===== config.mk =====
export PLATFORM = sky130hd
export DESIGN_NAME = alu_op_sequencer
export DESIGN_NICKNAME = d
export VERILOG_FILES = /design/src/rtl/alu_seq_pkg.sv /design/src/rtl/alu_cmd_fifo.sv /design/src/rtl/alu_op_sequencer.sv
export SDC_FILE = /design/constraint.sdc
export NUM_CORES = 1
export LEC_CHECK = 0
export ABC_AREA = 1
export CAP_MARGIN = 20
export CORE_MARGIN = 4
export CORE_UTILIZATION = 40
export CTS_CLUSTER_DIAMETER = 80
export CTS_CLUSTER_SIZE = 12
export DETAILED_ROUTE_END_ITERATION = 10
export DONT_BUFFER_PORTS = 1
export GPL_ROUTABILITY_DRIVEN = 0
export PLACE_DENSITY = 0.58
export SYNTH_ARGS = -nofsm -noshare
export SYNTH_HDL_FRONTEND = slang
export SYNTH_SLANG_ARGS = --single-unit
export TNS_END_PERCENT = 1

===== constraint.sdc =====
create_clock -name clk_i -period 4.05 [get_ports clk_i]
set_input_delay 0.81 -clock clk_i [delete_from_list [all_inputs] [get_ports clk_i]]
set_output_delay 0.81 -clock clk_i [all_outputs]
set_load 0.02 [all_outputs]

===== src/rtl/alu_seq_pkg.sv =====
// Shared types for the ALU command sequencer: ALU opcodes, FSM states and
// the command-word width helper used to size the FIFO payload.
package alu_seq_pkg;

  typedef enum logic [1:0] {
    ALU_ADD = 2'd0,
    ALU_SUB = 2'd1,
    ALU_AND = 2'd2,
    ALU_OR  = 2'd3
  } alu_op_e;

  typedef enum logic [1:0] {
    IDLE  = 2'd0,
    ISSUE = 2'd1,
    RESP  = 2'd2
  } seq_state_e;

  localparam int OP_W    = 2;
  localparam int OPS_W   = 16;

  // Bits in one packed {op, a, b, tag} command word.
  function automatic int cmd_w(input int width, input int tag_w);
    return OP_W + 2 * width + tag_w;
  endfunction

endpackage


===== src/rtl/alu_cmd_fifo.sv =====
// Synchronous command FIFO. Pointers carry one extra wrap bit so full and
// empty are distinguished without a separate counter register.
module alu_cmd_fifo #(
  parameter int W     = 8,
  parameter int DEPTH = 4
) (
  input  logic                     clk_i,
  input  logic                     rst_ni,
  input  logic                     push,
  input  logic                     pop,
  input  logic [W-1:0]             wdata,
  output logic [W-1:0]             rdata,
  output logic                     full,
  output logic                     empty,
  output logic [$clog2(DEPTH):0]   count
);
  localparam int AW = $clog2(DEPTH);

  logic [W-1:0] mem [DEPTH];
  logic [AW:0]  wptr, rptr;
  logic         do_push, do_pop;

  // A write on full is dropped even if the head leaves in the same cycle.
  assign do_push = push && !full;
  assign do_pop  = pop && !empty;

  always_ff @(posedge clk_i or negedge rst_ni) begin
    if (!rst_ni) begin
      wptr <= '0;
      rptr <= '0;
    end else begin
      if (do_push) wptr <= wptr + 1'b1;
      if (do_pop)  rptr <= rptr + 1'b1;
    end
  end

  always_ff @(posedge clk_i) begin
    if (do_push) mem[wptr[AW-1:0]] <= wdata;
  end

  assign rdata = mem[rptr[AW-1:0]];
  assign count = wptr - rptr;
  assign full  = (count == (AW+1)'(DEPTH));
  assign empty = (wptr == rptr);

endmodule


===== src/rtl/alu_op_sequencer.sv =====
// Buffers ALU commands, drives one at a time onto the ALU control/operand
// registers, and returns the captured result/carry with the command tag.
module alu_op_sequencer
  import alu_seq_pkg::*;
#(
  parameter int WIDTH = 8,
  parameter int DEPTH = 4,
  parameter int TAG_W = 4
) (
  input  logic             clk_i,
  input  logic             rst_ni,
  input  logic             cmd_valid_i,
  output logic             cmd_ready_o,
  input  logic [1:0]       cmd_op_i,
  input  logic [WIDTH-1:0] cmd_a_i,
  input  logic [WIDTH-1:0] cmd_b_i,
  input  logic [TAG_W-1:0] cmd_tag_i,
  output logic [1:0]       cntrl_alu_o,
  output logic [WIDTH-1:0] reg_a_o,
  output logic [WIDTH-1:0] reg_b_o,
  input  logic [WIDTH-1:0] result_i,
  input  logic             carry_i,
  output logic             rsp_valid_o,
  input  logic             rsp_ready_i,
  output logic [WIDTH-1:0] rsp_result_o,
  output logic             rsp_carry_o,
  output logic [TAG_W-1:0] rsp_tag_o,
  output logic             busy_o,
  output logic [OPS_W-1:0] ops_done_o
);
  typedef struct packed {
    alu_op_e          op;
    logic [WIDTH-1:0] a;
    logic [WIDTH-1:0] b;
    logic [TAG_W-1:0] tag;
  } cmd_t;

  localparam int CW = cmd_w(WIDTH, TAG_W);

  cmd_t                  in_cmd, head;
  logic [CW-1:0]         fifo_rdata;
  logic                  fifo_full, fifo_empty, fifo_pop;
  logic [$clog2(DEPTH):0] fifo_count;

  seq_state_e            state_q, state_d;
  logic                  cap, handoff;

  alu_op_e               cntrl_q;
  logic [WIDTH-1:0]      a_q, b_q, rsp_result_q;
  logic [TAG_W-1:0]      tag_q, rsp_tag_q;
  logic                  rsp_valid_q, rsp_carry_q;
  logic [OPS_W-1:0]      ops_done_q;

  assign in_cmd.op  = alu_op_e'(cmd_op_i);
  assign in_cmd.a   = cmd_a_i;
  assign in_cmd.b   = cmd_b_i;
  assign in_cmd.tag = cmd_tag_i;
  assign head       = cmd_t'(fifo_rdata);

  alu_cmd_fifo #(.W(CW), .DEPTH(DEPTH)) u_fifo (
    .clk_i (clk_i),
    .rst_ni(rst_ni),
    .push  (cmd_valid_i),
    .pop   (fifo_pop),
    .wdata (in_cmd),
    .rdata (fifo_rdata),
    .full  (fifo_full),
    .empty (fifo_empty),
    .count (fifo_count)
  );

  always_ff @(posedge clk_i or negedge rst_ni) begin
    if (!rst_ni) state_q <= IDLE;
    else         state_q <= state_d;
  end

  // A completed handoff chains straight into the next pop, giving one
  // response every two cycles under continuous consumption.
  always_comb begin
    state_d  = state_q;
    fifo_pop = 1'b0;
    cap      = 1'b0;
    handoff  = 1'b0;
    case (state_q)
      IDLE: begin
        if (!fifo_empty) begin
          fifo_pop = 1'b1;
          state_d  = ISSUE;
        end
      end
      ISSUE: begin
        cap     = 1'b1;
        state_d = RESP;
      end
      RESP: begin
        if (rsp_ready_i) begin
          handoff = 1'b1;
          if (!fifo_empty) begin
            fifo_pop = 1'b1;
            state_d  = ISSUE;
          end else begin
            state_d  = IDLE;
          end
        end
      end
      default: state_d = IDLE;
    endcase
  end

  // ALU-side registers only move on a pop; they hold while idle.
  always_ff @(posedge clk_i or negedge rst_ni) begin
    if (!rst_ni) begin
      cntrl_q <= ALU_ADD;
      a_q     <= '0;
      b_q     <= '0;
      tag_q   <= '0;
    end else if (fifo_pop) begin
      cntrl_q <= head.op;
      a_q     <= head.a;
      b_q     <= head.b;
      tag_q   <= head.tag;
    end
  end

  always_ff @(posedge clk_i or negedge rst_ni) begin
    if (!rst_ni) begin
      rsp_valid_q  <= 1'b0;
      rsp_result_q <= '0;
      rsp_carry_q  <= 1'b0;
      rsp_tag_q    <= '0;
    end else if (cap) begin
      rsp_valid_q  <= 1'b1;
      rsp_result_q <= result_i;
      rsp_carry_q  <= carry_i;
      rsp_tag_q    <= tag_q;
    end else if (handoff) begin
      rsp_valid_q  <= 1'b0;
    end
  end

  always_ff @(posedge clk_i or negedge rst_ni) begin
    if (!rst_ni)      ops_done_q <= '0;
    else if (handoff) ops_done_q <= ops_done_q + 1'b1;
  end

  assign cmd_ready_o  = !fifo_full;
  assign cntrl_alu_o  = cntrl_q;
  assign reg_a_o      = a_q;
  assign reg_b_o      = b_q;
  assign rsp_valid_o  = rsp_valid_q;
  assign rsp_result_o = rsp_result_q;
  assign rsp_carry_o  = rsp_carry_q;
  assign rsp_tag_o    = rsp_tag_q;
  assign busy_o       = (fifo_count != '0) || (state_q != IDLE);
  assign ops_done_o   = ops_done_q;

endmodule


Word-level counts from Yosys, hierarchy flattened
Memory sizes are Yosys's and may differ from the RTL's. A register that Yosys moved wholly into a read port is not among the register bits.
Cells that the tools add are included.
{"block": "totals", "regBits": 38, "latchBits": 0, "ram_bits": 88, "mem_count": 1, "rom_bits": 0, "in_bits": 35, "word_cells": 44}
{"name": "u_fifo.mem", "words": 4, "width": 22, "rd": 1, "rd_clocked_by_memory_dff": 1, "write_ports": 1, "line_no": "alu_cmd_fifo.sv:19", "source": "logic [W-1:0] mem [DEPTH];"}
{"block": "classes", "n_addsub": 4, "div_mod_pow": 0, "shift": 0, "n_mul": 0, "n_lt_le_gt_ge": 0, "n_reduce_logical": 11, "bitwise_logic": 0, "muxes": 14, "eq_ne": 6}
{"operator": "$add 16x1->16 const B", "n": 1}
{"operator": "$mux 1", "n": 10}
{"operator": "$add 3x1->3 const B", "n": 2}
{"operator": "$pmux 2 s3", "n": 1}
{"operator": "$mux 2", "n": 2}
{"operator": "$ne 2x2->1 const B", "n": 2}
{"operator": "$reduce_bool 2->1", "n": 2}
{"operator": "$eq 3x3->1", "n": 1}
{"operator": "$eq 3x3->1 const B", "n": 1}
{"operator": "$logic_not 1->1", "n": 3}
{"operator": "$reduce_bool 3->1", "n": 1}
{"operator": "$sub 3x3->3", "n": 1}
{"operator": "$eq 2x1->1 const B", "n": 1}
{"operator": "$eq 2x2->1 const B", "n": 1}
{"operator": "$logic_and 1x1->1", "n": 2}
{"operator": "$logic_not 2->1", "n": 1}
{"operator": "$pmux 1 s2", "n": 1}
{"operator": "$reduce_and 2->1", "n": 1}
{"operator": "$logic_or 1x1->1", "n": 1}

Longest topological paths before layout
{"block": "logic_depth", "ltp_word": 6, "mapped_depth": 12}

Hierarchy
A second synthesis with hierarchy kept.
{"block": "unflattened", "hier_cells": 517, "area_unflattened_um2": 6024.5}
{"module": "alu_cmd_fifo", "seq_area_each_um2": 2792.7, "area_per_inst_um2": 3727.3, "n_inst": 1, "cells_each": 275}
{"module": "alu_op_sequencer", "seq_area_each_um2": 1351.3, "area_per_inst_um2": 2297.2, "n_inst": 1, "cells_each": 242}

Worst setup path after synthesis
Ideal clock, no wire load.
{"block": "synth_path", "kind": "register to register", "startpoint": "reg u_fifo.rptr[1]", "endpoint": "mem u_fifo.mem[0][0] in the netlist's numbering (enable)", "slack_ps": 1182, "path_buffers": 2, "setup_time_ps": 401, "synth_period_minus_slack_ps": 2868, "path_stages_with_launch": 12, "t_arrival_ps": 2467, "required_time_ps": 3649, "cell_sequence": "dfrtp_1 > buf_2 > inv_1 > buf_2 > ha_1 > nand2_1 > nand2_1 > inv_1 > nand2_1 > nand3_2 > nand2_1 > nor2_1"}
{"block": "synth_via", "elab_chain_len": 6}
{"item": "start: declaration", "line_no": "alu_cmd_fifo.sv:20", "source": "logic [AW:0] wptr, rptr;"}
{"item": "start signal: assignment", "line_no": "alu_cmd_fifo.sv:33", "source": "if (do_pop) rptr <= rptr + 1'b1;"}
{"item": "$sub 3x3->3", "line_no": "alu_cmd_fifo.sv:42", "source": "assign count = wptr - rptr;"}
{"item": "$eq 3x3->1", "line_no": "alu_cmd_fifo.sv:43", "source": "assign full = (count == (AW+1)'(DEPTH));"}
{"item": "$logic_not 1->1"}
{"item": "via cmd_ready_o", "line_no": "alu_op_sequencer.sv:13", "source": "output logic cmd_ready_o,"}
{"item": "$logic_and 1x1->1", "line_no": "alu_cmd_fifo.sv:24", "source": "assign do_push = push && !full;"}
{"item": "$mux 1", "line_no": "alu_cmd_fifo.sv:38", "source": "if (do_push) mem[wptr[AW-1:0]] <= wdata;"}
{"item": "$mux 1 (not written as such)", "line_no": "alu_cmd_fifo.sv:38"}
{"item": "end: declaration", "line_no": "alu_cmd_fifo.sv:19"}
The timed path passes the listed nets, and every way through them passes these cells.

Worst setup path after layout
{"block": "layout_path", "startpoint": "reg u_fifo.rptr[1]", "endpoint": "out busy_o"}
{"block": "layout_via", "elab_chain_len": 3}
{"item": "$sub 3x3->3", "line_no": "alu_cmd_fifo.sv:42"}
{"item": "$reduce_bool 3->1", "line_no": "alu_op_sequencer.sv:154", "source": "assign busy_o = (fifo_count != '0) || (state_q != IDLE);"}
{"item": "$logic_or 1x1->1", "line_no": "alu_op_sequencer.sv:154"}
{"item": "end: declaration", "line_no": "alu_op_sequencer.sv:28", "source": "output logic busy_o,"}
Every way passes these cells.

==> impl_results.md <==
* Relative slew slack at a little over a third
* Fmax achieved at ~340 MHz
* Total CTS buffers at 17
* Hold_ws at roughly 0.082 ns
* Critical path class: reg2out
* Initial Util at 40.9%
* Iter 0 DRT Violations at roughly 210
* Final nets at around 550
* First-pass DRT Iterations at 4
* Skew-Pair Late Insertion Delay at between 0.4 and 0.5 ns
* Finished Core Util at 45.7%
* Ant diodes at 0
* # rows at 44
* Total grt overflow at 0
* Final worst slack at approximately 1.1 ns
* Syn Area/Cell at about 12 µm²
* Layout cell share with drive strength beyond 1 at a little over an eighth
* DIE AREA at between 0.015 and 0.02 mm²
* Place WS at roughly 1.4 ns
* VDD IR max at ~480 µV
* Post-Syn Nets at between 500 and 600
* Vias/cell at about 5
* Critical-path maximum fanout at 28
* Async S/R FF share, synth at around 41%
* Worst slew pin tran at 0.963 ns
* Required time of the critical path at ~3.2 ns
* Post-Synthesis Cells at between 500 and 600
* Initial antenna violation count at 0
* Cell variety after synth at 30
* Max Cap Viol at 0
* Post-CTS resize count at 0
* CTS H-Tree Depth at 4
* # DRC at 0
* Primary FF master, synth: edfxtp_1
* Post-route antenna net violation count at 0
* Post-synth EDFFs at 88
* Finished Layout Cells at 706
* Die X at approximately 130 µm
* Overall power at between 5 and 6 mW
* Hold Path Class: in2async
* Clock root buffer: clkbuf_16
* Outcome: finished clean
* Yosys warning total at 0
* Register area share after synthesis at just under 70%
* Pwr dens at 833 mW/mm²
* Final setup fails at 0
* Minimum clock period at roughly 3 ns
* Number of synthesized register bits at approximately 150
* Cells after DPL at ~670
* Post-route clock period utilization at approximately 72%
* Core area at 0.0146 mm²
* Area delta synth->final at 11.7%
* Clock slew at reported path FFs at roughly 0.060 ns
* Final Hold Viols at 0
* Arr. time, crit path at ~2.1 ns
* Post-DP HPWL at 7.05 mm
* Finished layout cell area at approximately 0.0067 mm²
* I/O Buffers at 0
* Number of global-route vias before repair at roughly 3,700
* Filler cell count at between 1,000 and 1,500
* Max Clock Skew at roughly 0.008 ns
* RSZ-0062 raised after global routing: false
* DRT Wirelength at 11.5 mm
* Routed vias at 3,527
* Setup_tns at 0 ns
* I/O Pins at 85
* Setup crit end kind: output pin
* Routed len/inst at approximately 16 µm
* CTS Buffer Depth at 2
* Leak at around 2.7 nW
* Post-CTS Setup Bufs at 0
* Die Y at ~130 µm
* Post-CTS Hold Buffers at 0
* Placed inst area at around 0.006 mm²
* Final Slew Violations at 0
* First-pass GRT wire length at roughly 18 mm
* Startpoint types: flop
* CTS tree: done
* Pin count of the biggest net entering global routing at between 60 and 70
* CTS sink cnt at roughly 150
* Tot GR Track Use at 14.3%
* Syn Std Cell Area at about 0.0060 mm²
[layout make-up]
type / instances / area, µm² / area share, %
inverters: 32 / 120 / 1.80
clock buffers: 20 / 447 / 6.70
repair buffers: 7 / 52.6 / 0.788
well taps: 184 / 230 / 3.45
flip-flops and latches: 148 / 4140 / 62.2
multi-input cells: 303 / 1570 / 23.5
clock inverters: 12 / 105 / 1.58
[where the power goes]
group / switching [mW] / internal (mW) / leakage [nW] / total [mW]
sequential: 0.448 / 2.09 / 1.54 / 2.54
combinational: 1.05 / 0.502 / 0.857 / 1.55
clock: 0.598 / 0.860 / 0.272 / 1.46
total: 2.10 / 3.45 / 2.67 / 5.55
[worst max-delay path: stages (launching register included)]
cell and delay (ns):
dfrtp_1 0.32, buf_4 0.27, inv_1 0.10, ha_1 0.32, nand2_1 0.07, nand2_1 0.06, inv_1 0.05, nand2_1 0.07
a21oi_1 0.19, nand3_1 0.26
[path summary, 6_finish.rpt]
| kind | start | endpoint | slack [ns] | cells past startpoint |
|---|---|---|---|---|
| setup / recovery | u_fifo.rptr[1] | busy_o | 1.12 | 9 |
| hold / removal | rst_ni | ops_done_o[14] | 0.08 | 0 |
| setup reg to reg | u_fifo.rptr[1] | u_fifo.mem[3][14] | 1.38 | 10 |
| max in group asynchronous | rst_ni | tag_q[1] | 3.87 | 0 |
| min in group clk_i | cmd_tag_i[2] | u_fifo.mem[3][2] | 0.48 | 0 |
| hold reg to reg | tag_q[1] | tag_q[1] | 0.51 | 2 |
[registers in the layout, indices dropped and copies added (netlist names)]
signal,flops
cntrl_alu_o,2
reg_a_o,8
u_fifo.wptr,3
reg_b_o,8
tag_q,4
rsp_result_o,8
u_fifo.rptr,3
state_q,2
u_fifo.mem,88
rsp_valid_o,1
ops_done_o,16
rsp_tag_o,4
rsp_carry_o,1
[metal layers]
| layer | track usage [%] | vias up | share of wire (%) | wire length, µm |
|---|---|---|---|---|
| li1 | - | 1718 | - | - |
| met1 | 16.5 | 1687 | 42 | 4820 |
| met2 | 23.5 | 109 | 48 | 5570 |
| met3 | 6.59 | 13 | 8.7 | 996 |
| met4 | 4.77 | 0 | 1.0 | 120 |
| met5 | 0 | - | 0 | 0 |
[synthesized netlist by cell type, types with 6 or more instances]
library cell	count	area, µm²
ha_1	8	100
o21ai_1	6	30.0
buf_2	6	30.0
o22ai_1	18	113
nor2_1	63	236
nand3_1	9	45.0
mux2_2	10	113
o21ai_0	49	245
o21ai_2	6	52.6
xnor2_1	6	52.6
dfrtp_1	60	1500
nand2_1	106	398
edfxtp_1	88	2640
inv_1	28	105
[cells in the final DEF, fill, tap and decap left out]
| cell | synthesis | layout |
|---|---|---|
| nor2_2 | 2 | 5 |
| nand2_1 | 106 | 106 |
| clkbuf_16 | 0 | 17 |
| o22ai_1 | 18 | 18 |
| o21ai_0 | 49 | 49 |
| xnor2_1 | 6 | 6 |
| inv_6 | 0 | 2 |
| nand3_2 | 2 | 2 |
| dfrtp_1 | 60 | 60 |
| clkbuf_1 | 5 | 2 |
| ha_1 | 8 | 8 |
| nor2_1 | 63 | 60 |
| o21ai_1 | 6 | 6 |
| nand2_2 | 3 | 3 |
| nand3_1 | 9 | 9 |
| o21ai_2 | 6 | 6 |
| nand3_4 | 1 | 1 |
| bufinv_16 | 0 | 1 |
| xor2_1 | 5 | 5 |
| nand4_1 | 3 | 3 |
| clkinv_1 | 0 | 1 |
| a21oi_1 | 2 | 2 |
| nor2_4 | 2 | 2 |
| clkinvlp_4 | 0 | 1 |
| inv_1 | 28 | 28 |
| mux2_2 | 10 | 10 |
| buf_4 | 1 | 7 |
| clkbuf_8 | 0 | 1 |
| o21bai_1 | 1 | 1 |
| inv_2 | 4 | 4 |
| clkinv_2 | 0 | 4 |
| clkinv_4 | 0 | 3 |
| nor3_1 | 1 | 1 |
| edfxtp_1 | 88 | 88 |
[kinds of logic after synthesis]
family	share of synthesized area [%]
mux	1.89
xor+xnor	1.61
flops	69.4
compound gates	7.67
buf+inv	4.40
simple gates	13.3
fa+ha+maj	1.68
(Power assumes the default switching activity.)
